<file path="src/rtl/seg_pkg.sv">
// Shared constants and the active-low GFEDCBA decoder for the 7-segment scan controller.
package seg_pkg;

  localparam logic [6:0] SEG_BLANK  = 7'h7F;
  localparam logic [3:0] CODE_T     = 4'hA;
  localparam logic [3:0] CODE_R     = 4'hB;
  localparam logic [3:0] CODE_Y     = 4'hC;
  localparam logic [3:0] CODE_BLANK = 4'hF;

  // Codes A/B/C render the message glyphs t/r/Y rather than hex letters.
  function automatic logic [6:0] seg_decode(input logic [3:0] code);
    logic [6:0] pat;
    case (code)
      4'h0:    pat = 7'h40;
      4'h1:    pat = 7'h79;
      4'h2:    pat = 7'h24;
      4'h3:    pat = 7'h30;
      4'h4:    pat = 7'h19;
      4'h5:    pat = 7'h12;
      4'h6:    pat = 7'h02;
      4'h7:    pat = 7'h78;
      4'h8:    pat = 7'h00;
      4'h9:    pat = 7'h10;
      4'hA:    pat = 7'h07;
      4'hB:    pat = 7'h2F;
      4'hC:    pat = 7'h11;
      4'hD:    pat = 7'h21;
      4'hE:    pat = 7'h06;
      default: pat = SEG_BLANK;
    endcase
    return pat;
  endfunction

endpackage

</file>
<file path="src/rtl/seg_refresh_tick.sv">
// Digit-slot prescaler: marks the last cycle of each slot and the anti-ghost blank window at its start.
module seg_refresh_tick #(
  parameter int REFRESH_DIV  = 50000,
  parameter int BLANK_CYCLES = 16
) (
  input  logic clk,
  input  logic rst,
  output logic slot_end,
  output logic blank
);

  localparam int PW = $clog2(REFRESH_DIV);

  logic [PW-1:0] r_presc;
  logic          w_wrap;

  assign w_wrap   = (r_presc == PW'(REFRESH_DIV - 1));
  assign slot_end = w_wrap;
  assign blank    = (r_presc < PW'(BLANK_CYCLES));

  always_ff @(posedge clk) begin
    if (rst || w_wrap) r_presc <= '0;
    else               r_presc <= r_presc + PW'(1);
  end

endmodule

</file>
<file path="src/rtl/seg_scan_ctrl.sv">
// Multiplexed common-anode 7-segment controller: keypad shift-in digit buffer, scan index and registered an/seg.
module seg_scan_ctrl
  import seg_pkg::*;
#(
  parameter int NUM_DIGITS   = 4,
  parameter int REFRESH_DIV  = 50000,
  parameter int BLANK_CYCLES = 16
) (
  input  logic                              clk,
  input  logic                              rst,
  input  logic                              key_valid,
  input  logic [3:0]                        key_code,
  input  logic                              clr,
  input  logic                              msg_try,
  output logic [NUM_DIGITS-1:0]             an,
  output logic [6:0]                        seg,
  output logic [$clog2(NUM_DIGITS+1)-1:0]   digit_count,
  output logic                              full
);

  localparam int IW = $clog2(NUM_DIGITS);
  localparam int CW = $clog2(NUM_DIGITS + 1);

  logic [3:0]            r_buf [NUM_DIGITS];
  logic [CW-1:0]         r_cnt;
  logic [IW-1:0]         r_idx;
  logic [NUM_DIGITS-1:0] r_an;
  logic [6:0]            r_seg;

  logic                  w_slot_end;
  logic                  w_blank;
  logic                  w_full;
  logic                  w_accept;
  logic [3:0]            w_nib;
  logic [NUM_DIGITS-1:0] w_an;
  logic [6:0]            w_seg;

  seg_refresh_tick #(
    .REFRESH_DIV (REFRESH_DIV),
    .BLANK_CYCLES(BLANK_CYCLES)
  ) u_tick (
    .clk     (clk),
    .rst     (rst),
    .slot_end(w_slot_end),
    .blank   (w_blank)
  );

  assign w_full   = (r_cnt == CW'(NUM_DIGITS));
  assign w_accept = key_valid && !msg_try && (key_code != CODE_BLANK) && !w_full;

  always_comb begin
    w_nib = r_buf[r_idx];
    if (msg_try) begin
      case (r_idx)
        IW'(2):  w_nib = CODE_T;
        IW'(1):  w_nib = CODE_R;
        IW'(0):  w_nib = CODE_Y;
        default: w_nib = CODE_BLANK;
      endcase
    end
    w_an  = '1;
    w_seg = SEG_BLANK;
    if (!w_blank) begin
      w_an  = ~(NUM_DIGITS'(1) << r_idx);
      w_seg = seg_decode(w_nib);
    end
  end

  always_ff @(posedge clk) begin
    if (rst) begin
      for (int unsigned k = 0; k < NUM_DIGITS; k++) r_buf[k] <= CODE_BLANK;
      r_cnt <= '0;
      r_idx <= '0;
      r_an  <= '1;
      r_seg <= SEG_BLANK;
    end else begin
      if (clr) begin
        for (int unsigned k = 0; k < NUM_DIGITS; k++) r_buf[k] <= CODE_BLANK;
        r_cnt <= '0;
      end else if (w_accept) begin
        for (int unsigned k = NUM_DIGITS - 1; k >= 1; k--) r_buf[k] <= r_buf[k-1];
        r_buf[0] <= key_code;
        r_cnt    <= r_cnt + CW'(1);
      end
      if (w_slot_end) r_idx <= (r_idx == IW'(NUM_DIGITS - 1)) ? '0 : r_idx + IW'(1);
      r_an  <= w_an;
      r_seg <= w_seg;
    end
  end

  assign an          = r_an;
  assign seg         = r_seg;
  assign digit_count = r_cnt;
  assign full        = w_full;

endmodule

</file>
<file path="config.mk">
export PLATFORM = sky130hd
export DESIGN_NAME = seg_scan_ctrl
export DESIGN_NICKNAME = d
export VERILOG_FILES = /design/src/rtl/seg_pkg.sv /design/src/rtl/seg_refresh_tick.sv /design/src/rtl/seg_scan_ctrl.sv
export SDC_FILE = /design/constraint.sdc
export NUM_CORES = 1
export LEC_CHECK = 0
export ABC_AREA = 0
export CAP_MARGIN = 5
export CORE_MARGIN = 8
export CORE_UTILIZATION = 55
export CTS_BUF_LIST = sky130_fd_sc_hd__clkbuf_16
export DETAILED_ROUTE_END_ITERATION = 16
export GPL_TIMING_DRIVEN = 0
export PLACE_DENSITY = 0.78
export SLEW_MARGIN = 20
export SYNTH_ARGS = -nofsm -noshare
export SYNTH_HDL_FRONTEND = slang
export SYNTH_SLANG_ARGS = --single-unit
</file>
<file path="constraint.sdc">
create_clock -name clk -period 2.45 [get_ports clk]
set_input_delay 0.49 -clock clk [delete_from_list [all_inputs] [get_ports clk]]
set_output_delay 0.49 -clock clk [all_outputs]
set_load 0.01 [all_outputs]
</file>
==> results of run 1 <==
-- power by group through the flow --
| stage | registers [mW] | clock network, mW | logic (mW) |
|---|---|---|---|
| global placement | 0.874 | 0 | 0.0728 |
| detailed placement | 0.874 | 0 | 0.0745 |
| floorplan | 0.873 | 0 | 0.0487 |
| finish | 0.856 | 0.647 | 0.0751 |
| CTS | 0.856 | 0.662 | 0.0756 |
| global route | 0.857 | 0.697 | 0.0837 |
-- cell families after synthesis --
group                      share of synthesized area
muxes                                         0.0865
and+or+nand+nor                                0.203
xor gates and xnor gates                      0.0656
DFF                                            0.494
adders and majority gates                     0.0662
buffers and inverters                         0.0364
AOI/OAI and AO/OA                             0.0480
-- registers in the layout (all words and copies together), names as in the netlist, named ones only --
register,count
u_tick.r_presc,16
seg,7
r_idx,2
r_buf,16
an,4
digit_count,3
-- final cells by class --
class / instances / share of cell area
buffer: 8 / 0.0126
timing repair buffer: 21 / 0.0784
tap: 50 / 0.0233
clock buffer: 5 / 0.0466
multi-input combinational: 154 / 0.397
inverter: 13 / 0.0182
clock inverter: 3 / 0.00560
sequential: 50 / 0.418
-- worst max path at each step --
| stage | start | to | cells after the start |
|---|---|---|---|
| global route | digit_count[0] | r_buf[3][0] | 8 |
| CTS | digit_count[0] | r_buf[3][2] | 8 |
| floorplan | msg_try | r_buf[3][3] | 6 |
| detailed placement | key_code[3] | r_buf[3][2] | 7 |
| global placement | key_code[2] | r_buf[0][0] | 7 |
| finish | digit_count[0] | r_buf[3][0] | 8 |
-- cell usage in the layout, fill, tap and decap left out, drive strengths merged, types with 2 or more instances in the layout --
master	Yosys	routed
nand2	23	23
or4	2	2
dfxtp	38	38
mux2	3	3
nand3	9	9
or2	12	12
o211ai	2	2
clkdlybuf4s50	0	21
nor3	7	7
inv	13	15
ha	12	12
and3	2	2
nor2	26	26
a22oi	5	5
xor2	7	7
nor4	3	3
xnor2	10	10
edfxtp	12	12
buf	3	3
mux2i	14	14
clkbuf	5	10
nand4	4	4
-- metrics by stage --
stage                      util  total power, mW  cells  worst slack [ns]  TNS (ns)
after floorplan               -            0.922    225             0.488         0
after global placement    0.636            0.947    296          -0.00972   -0.0782
after detailed placement  0.636            0.949    296           -0.0341    -0.224
after CTS                 0.671             1.59    304             0.255         0
after global routing      0.671             1.64    304            0.0771         0
final                     0.671             1.58    304             0.256         0
-- critical path: cells and delay by family (launching register included) --
kind / cells / cell delay (ns)
DFF: 1 / 0.38
adders and majority gates: 1 / 0.19
buffers and inverters: 3 / 0.59
and+or+nand+nor: 4 / 0.78
-- routing by layer --
metal  routed length (um)  share of wire
met5                    0              0
met4                   40         0.0097
met2                 1890           0.46
met3                  185          0.045
met1                 1990           0.48
==> out/metrics.yaml, run 1 <==
status: "finished clean"
clk_pin_slew_ns: 0.06
clkLatencyLatePin_ns: 0.28
syn_nets: 246
grt_use_met2: 0.221
drive_above_1_share: 0.126
cts.sinks: 50
p_sw_uw: 326
drtIter0Drc: 99
p_seq_frac: 0.543
ff_latch_area_mm2: 0.00112
r2r_slack_ns: 0.26
netlist_instances: 225
multiInputGateArea_mm2: 0.00107
dieHeight_um: 80.2
rows: 23
cp.required_ns: 2.48
slowest_stage: "dfxtp_1"
vias: 1634
ys_top_cells_by_area: "dfxtp_1 (34%), edfxtp_1 (16%), ha_1 (6.6%)"
setup_violations: 0
leakage_nw: 0.980
cts_resized: 0
hold_end: "u_tick.r_presc[0]"
slowest_delay_ns: 0.38
fillers: 340
drv_slew: 0
max_slew.worst_pin.slew_ns: 0.584
worstReg2RegEnd: "r_buf[3][0]"
drc: 0
io_buffers: 21
power_frac_comb: 0.048
syn_to_final_growth_pct: 18.2
hold_violations: 0
wire_per_inst_um: 13.5
p_per_area_mw_per_mm2: 588
crit_top_cell: "clkbuf_1"
final_cell_area_mm2: 0.00268
min_period_ns: 2.19
start_util: 0.567
core_mm2: 0.00400
nets: 274
synth_edf_count: 12
worst_hold_slack_ns: 0.495
firstDrtPassIters: 4
placed_area_mm2: 0.00254
synth.largest_area_cell: "dfxtp_1"
grt_use_met1: 0.165
worstSetupPathType: "reg2reg"
gr-usage-all-layers: 0.135
cts_buffer_depth: 2
cp-start-kind: "register"
synth_common_cells: "dfxtp_1 (38), nor2_1 (25), nand2_1 (23), mux2i_1 (14), inv_1 (13)"
timing.slew.headroom: 0.611
synth_seq_cells: 50
die_w_um: 80.2
reg2reg_depth: 8
critPathArrivalTime_ns: 2.22
async_flop_share: 0
grt_max_degree: 16
hp-start: "u_tick.r_presc[0]"
r2r_start: "digit_count[0]"
switching_share: 0.206
finalCritPeriodShare: 0.895
yosysMostFrequentCell: "dfxtp_1"
grt_setup_unrepaired: "no"
die_area_mm2: 0.00644
synthesis.area_mm2: 0.00227
ys.flop_type: "dfxtp_1"
grt_pass1_wl_um: 6960
drt-vias-per-instance: 5.38
yosys_warnings: 0
dp_hpwl_um: 2960
post-cts-setup-buffer-count: 0
path_cells: "inv_1, ha_1, nand2_1, nand4b_1, clkbuf_1, nand2b_1, clkbuf_1, or2_2"
grt_pass1_vias: 1536
peakVddDrop_mv: 0.455
path_max_fanout: 10
endpoint_kind: "register"
cts_hold_buf: 0
yosysTopAreaCellShare: 0.335
gp_congestion: 0.818
synth-seq-area-share: 0.494
top_usage_layer: "met2"
cts_root_buffer: "clkbuf_16"
antenna_cells: 0
holdPathStages: 1
wirelength_um: 4110
hp-class: "reg2reg"
overflow: 0
ant_nets: 0
cts_made_buffers: 5
max_freq_mhz: 456
finalClockSkew_ns: 0.00795
htree_levels: 2
grtUsageMet3: 0.0435
pin_count: 24
netlist-cell-type-count: 37
internal_power_mw: 1.25
maxCapViolations: 0
syn_area_per_cell_um2: 10.1
antenna_found_initial: 0
tritoncts: "yes"
clock_power_share: 0.410
(Power assumes the default switching activity.)
==> run 2: changes to the inputs <==
--- a/config.mk
+++ b/config.mk
@@ -7,13 +7,13 @@
 export LEC_CHECK = 0
 export ABC_AREA = 0
 export CAP_MARGIN = 5
-export CORE_MARGIN = 8
+export CORE_MARGIN = 1
 export CORE_UTILIZATION = 55
 export CTS_BUF_LIST = sky130_fd_sc_hd__clkbuf_16
 export DETAILED_ROUTE_END_ITERATION = 16
+export GPL_ROUTABILITY_DRIVEN = 0
 export GPL_TIMING_DRIVEN = 0
 export PLACE_DENSITY = 0.78
-export SLEW_MARGIN = 20
 export SYNTH_ARGS = -nofsm -noshare
 export SYNTH_HDL_FRONTEND = slang
 export SYNTH_SLANG_ARGS = --single-unit
==> out/metrics.yaml, run 2 (synthesized netlist as in run 1, its figures left out) <==
drv_slew: 0  # unchanged
path_cells: "inv_1, ha_1, nand2_1, nand4b_1, clkbuf_1, nand2b_1, clkbuf_1, or2_2"  # unchanged
core_mm2: 0.00380  # was 0.00400 mm^2
p_per_area_mw_per_mm2: 596  # was 588 mW/mm^2
die_area_mm2: 0.00439  # was 0.00644 mm^2
finalClockSkew_ns: 0.00386  # was 0.00795 ns
rows: 22  # was 23
drtIter0Drc: 101  # was 99
r2r_slack_ns: 0.29  # was 0.26 ns
syn_to_final_growth_pct: 18.1  # was 18.2%
drc: 0  # unchanged
drt-vias-per-instance: 5.30  # was 5.38
post-cts-setup-buffer-count: 0  # unchanged
pin_count: 24  # unchanged
cts_resized: 0  # unchanged
grt_pass1_wl_um: 6670  # was 6960 um
max_freq_mhz: 463  # was 456 MHz
crit_top_cell: "clkbuf_1"  # unchanged
ant_nets: 0  # unchanged
min_period_ns: 2.16  # was 2.19 ns
crit_start: "digit_count[0]"  # unchanged
endpoint_kind: "register"  # unchanged
hold_violations: 0  # unchanged
status: "finished clean"  # unchanged
htree_levels: 2  # unchanged
leakage_nw: 0.978  # was 0.980 nW
r2r_start: "digit_count[0]"  # unchanged
worstSetupPathType: "reg2reg"  # unchanged
die_w_um: 66.2  # was 80.2 um
cts_made_buffers: 5  # unchanged
cts.sinks: 50  # unchanged
hold_end: "r_buf[1][2]"  # was u_tick.r_presc[0]
tritoncts: "yes"  # unchanged
timing.slew.headroom: 0.608  # was 0.611
cp.required_ns: 2.49  # was 2.48 ns
max_slew.worst_pin.slew_ns: 0.588  # was 0.584 ns
final_cell_mix: "dfxtp_1 (38), nor2_1 (25), nand2_1 (23)"  # unchanged
placed_area_mm2: 0.00254  # about the same
dieHeight_um: 66.2  # was 80.2 um
grt_max_degree: 16  # unchanged
final_cell_area_mm2: 0.00268  # about the same
slowest_delay_ns: 0.37  # was 0.38 ns
grt_setup_unrepaired: "no"  # unchanged
cts_buffer_depth: 2  # unchanged
worst_hold_slack_ns: 0.498  # was 0.495 ns
clk_pin_slew_ns: 0.06  # about the same
grt_pass1_vias: 1518  # was 1,536
setup_violations: 0  # unchanged
gr-usage-all-layers: 0.204  # was 0.135
nets: 274  # unchanged
peakVddDrop_mv: 0.402  # was 0.455 mV
cp-start-kind: "register"  # unchanged
vias: 1600  # was 1,634
slowest_stage: "dfxtp_1"  # unchanged
dp_hpwl_um: 2670  # was 2960 um
firstDrtPassIters: 4  # unchanged
worstReg2RegEnd: "r_buf[3][1]"  # was r_buf[3][0]
overflow: 0  # unchanged
layout_commonest_cell: "dfxtp_1"  # unchanged
fillers: 311  # was 340
drive_above_1_share: 0.134  # was 0.126
path_max_fanout: 10  # unchanged
postLayoutCoreUtil: 0.706  # was 0.671
cts_root_buffer: "clkbuf_16"  # unchanged
clkLatencyLatePin_ns: 0.29  # was 0.28 ns
finalCritPeriodShare: 0.882  # was 0.895
hp-class: "reg2reg"  # unchanged
reg2reg_depth: 8  # unchanged
hp-start: "r_buf[0][2]"  # was u_tick.r_presc[0]
wirelength_um: 3810  # was 4110 um
crit_family: "simple AND/OR/NAND/NOR gates"  # unchanged
io_buffers: 21  # unchanged
holdPathStages: 2  # was 1
critPathArrivalTime_ns: 2.20  # was 2.22 ns
maxCapViolations: 0  # unchanged
layoutNonFillerInstCount: 302  # was 304
cts_hold_buf: 0  # unchanged
crit_buf_inv: 3  # unchanged
antenna_cells: 0  # unchanged
dp.cells: 294  # was 296
antenna_found_initial: 0  # unchanged
start_util: 0.597  # was 0.567
wire_per_inst_um: 12.6  # was 13.5 um
[run 2: changes by cell type in the layout (fill, tap and decap cells not counted), sizes merged]
cell / change
inv: -1
clkinv: +1
[run 2: tightest hold or removal path, stage by stage (launching register included)]
cell,delay (ns)
edfxtp_1,0.34
mux2i_1,0.07
nand2_1,0.06
[run 2: layer usage]
metal,share of wire,GRT usage
met5,0,0
met1,0.49,0.254
met4,0.017,0.101
met2,0.46,0.332
met3,0.039,0.0466
[run 2: where the power goes]
part	switching (mW)	internal, mW	leakage, nW	total [mW]
Clock	0.291	0.374	0.0699	0.665
Sequential	0.00619	0.850	0.399	0.856
Combinational	0.0441	0.0320	0.508	0.0761
[run 2: per-stage QoR]
step | total power [mW] | TNS, ns | setup WS, ns
4_1_cts | 1.61 | 0 | 0.285
3_5_place_dp | 0.948 | -0.0173 | -0.00539
5_1_grt | 1.65 | 0 | 0.123
2_1_floorplan | 0.922 | 0 | 0.488
6_report | 1.60 | 0 | 0.289
3_3_place_gp | 0.947 | 0 | 0.0138
[run 2: area by class of cell]
cell class	count	area (um^2)	area share
buffer	8	33.8	0.0126
clock buffer	5	125	0.0467
clock inverter	3	16.3	0.00607
inverter	13	48.8	0.0182
multi-input combinational	154	1070	0.398
sequential	50	1120	0.418
tap	48	60.1	0.0224
timing repair buffer	21	210	0.0784
[run 2: worst max path at each step]
stage / slack [ns] / depth (start not counted) / to
after floorplan: 0.49 / 6 / r_buf[3][3]
after global placement: 0.01 / 7 / r_buf[0][0]
after detailed placement: -0.005 / 7 / r_buf[3][1]
after CTS: 0.29 / 8 / r_buf[3][1]
after global routing: 0.12 / 8 / r_buf[3][1]
final: 0.29 / 8 / r_buf[3][1]
==> run 3: changes to the inputs <==
--- a/config.mk
+++ b/config.mk
@@ -8,12 +8,12 @@
 export ABC_AREA = 0
 export CAP_MARGIN = 5
 export CORE_MARGIN = 1
-export CORE_UTILIZATION = 55
+export CORE_UTILIZATION = 45
 export CTS_BUF_LIST = sky130_fd_sc_hd__clkbuf_16
 export DETAILED_ROUTE_END_ITERATION = 16
 export GPL_ROUTABILITY_DRIVEN = 0
 export GPL_TIMING_DRIVEN = 0
-export PLACE_DENSITY = 0.78
+export PLACE_DENSITY = 0.66
 export SYNTH_ARGS = -nofsm -noshare
 export SYNTH_HDL_FRONTEND = slang
 export SYNTH_SLANG_ARGS = --single-unit
==> out/metrics.yaml, run 3 (synthesized netlist as in run 1, its figures left out) <==
cp.required_ns: 2.61  # was 2.49 ns
reg2reg_depth: 8  # unchanged
postLayoutCoreUtil: 0.569  # was 0.706
final_cell_area_mm2: 0.00272  # was 0.00268 mm^2
p_sw_uw: 330  # was 342 uW
drv_slew: 0  # unchanged
status: "finished clean"  # unchanged
vias: 1597  # was 1,600
max_slew.worst_pin.slew_ns: 0.557  # was 0.588 ns
setup_violations: 0  # unchanged
p_per_area_mw_per_mm2: 605  # was 596 mW/mm^2
clkLatencyLatePin_ns: 0.28  # was 0.29 ns
tritoncts: "yes"  # unchanged
power_frac_comb: 0.045  # was 0.048
grt_setup_unrepaired: "no"  # unchanged
cp-start-kind: "input pin"  # was register
grt_pass1_vias: 1425  # was 1,518
r2r_start: "digit_count[0]"  # unchanged
rows: 25  # was 22
switching_share: 0.201  # was 0.214
critPathArrivalTime_ns: 2.31  # was 2.20 ns
pin_count: 24  # unchanged
wirelength_um: 3780  # was 3810 um
gr-usage-all-layers: 0.156  # was 0.204
dp.cells: 313  # was 294
hold_violations: 0  # unchanged
max_freq_mhz: 464  # was 463 MHz
drt-vias-per-instance: 4.98  # was 5.30
cts_resized: 0  # unchanged
internal_power_mw: 1.31  # was 1.26 mW
dieHeight_um: 73.0  # was 66.2 um
cts_made_buffers: 5  # unchanged
core_mm2: 0.00479  # was 0.00380 mm^2
clock_power_share: 0.435  # was 0.416
layout_commonest_cell: "dfxtp_1"  # unchanged
finalClockSkew_ns: 0.00306  # was 0.00386 ns
cts_root_buffer: "clkbuf_16"  # unchanged
nets: 274  # unchanged
worstSetupPathType: "in2reg"  # was reg2reg
antenna_cells: 0  # unchanged
timing.slew.headroom: 0.629  # was 0.608
setup_ws_ns: 0.295  # was 0.289 ns
layoutNonFillerInstCount: 321  # was 302
io_buffers: 21  # unchanged
grt_pass1_wl_um: 6280  # was 6670 um
placed_area_mm2: 0.00256  # was 0.00254 mm^2
clk_pin_slew_ns: 0.06  # about the same
cts.sinks: 50  # unchanged
min_period_ns: 2.15  # was 2.16 ns
hp-class: "reg2reg"  # unchanged
htree_levels: 2  # unchanged
drc: 0  # unchanged
hp-start: "u_tick.r_presc[0]"  # was r_buf[0][2]
path_max_fanout: 10  # unchanged
die_area_mm2: 0.00533  # was 0.00439 mm^2
die_w_um: 73.0  # was 66.2 um
cts_hold_buf: 0  # unchanged
place_ws_ns: -0.0307  # was -0.00539 ns
leakage_nw: 0.989  # was 0.978 nW
start_util: 0.474  # was 0.597
syn_to_final_growth_pct: 19.9  # was 18.1%
grt_max_degree: 16  # unchanged
holdPathStages: 1  # was 2
final_cell_mix: "dfxtp_1 (38), nor2_1 (25), nand2_1 (23)"  # unchanged
finalCritPeriodShare: 0.879  # was 0.882
endpoint_kind: "register"  # unchanged
ant_nets: 0  # unchanged
drtIter0Drc: 99  # was 101
peakVddDrop_mv: 0.327  # was 0.402 mV
overflow: 0  # unchanged
maxCapViolations: 0  # unchanged
dp_hpwl_um: 2700  # was 2670 um
cts_buffer_depth: 2  # unchanged
firstDrtPassIters: 4  # unchanged
crit_start: "key_code[2]"  # was digit_count[0]
wire_per_inst_um: 11.8  # was 12.6 um
p_seq_frac: 0.520  # was 0.536
post-cts-setup-buffer-count: 0  # unchanged
antenna_found_initial: 0  # unchanged
drive_above_1_share: 0.126  # was 0.134
==> run 3: changes by cell type in the layout (fill, tap and decap cells not counted), sizes merged <==
cell,before,now
clkbuf,10,11
clkinvlp,1,0
==> run 3: area by class of cell <==
class                   instances  area, um^2
repair buffers                 21         210
inverters                      13        48.8
flip-flops and latches         50        1120
well taps                      67        83.8
clock buffers                   6         150
multi-input cells             154        1070
plain buffers                   8        33.8
fillers                       430        2060
clock inverters                 2        7.51
==> run 3: stage by stage <==
step | hold slack, ns | TNS (ns) | total power, mW
2_1_floorplan | 0.430 | 0 | 0.922
3_3_place_gp | 0.448 | -0.144 | 0.947
3_5_place_dp | 0.460 | -0.237 | 0.948
4_1_cts | 0.494 | 0 | 1.67
5_1_grt | 0.510 | 0 | 1.70
6_report | 0.496 | 0 | 1.65
==> run 3: layer usage <==
layer	vias to the layer above	track usage	share of wire
li1	822	-	-
met1	738	0.201	0.50
met2	31	0.246	0.45
met3	6	0.0414	0.032
met4	0	0.0697	0.018
met5	-	0	0
==> run 3: final timing paths <==
check                                         end  slack, ns
worst max-delay path                  r_buf[3][2]       0.30
worst min-delay path            u_tick.r_presc[0]       0.50
worst max register to register        r_buf[3][2]       0.32
worst min register to register  u_tick.r_presc[0]       0.50
==> run 3: critical path, stage by stage <==
cell	delay, ns
clkdlybuf4s50_1	0.48
nand4_1	0.10
nand4b_1	0.10
clkbuf_1	0.44
nand2b_1	0.21
clkbuf_1	0.31
or2_2	0.18
==> run 3: power groups by stage <==
stage                     registers [mW]  clock network, mW  logic [mW]
after floorplan                    0.873                  0      0.0487
after global placement             0.874                  0      0.0735
after global routing               0.856              0.764      0.0837
after CTS                          0.856              0.735      0.0752
final                              0.856              0.715      0.0744
after detailed placement           0.874                  0      0.0741
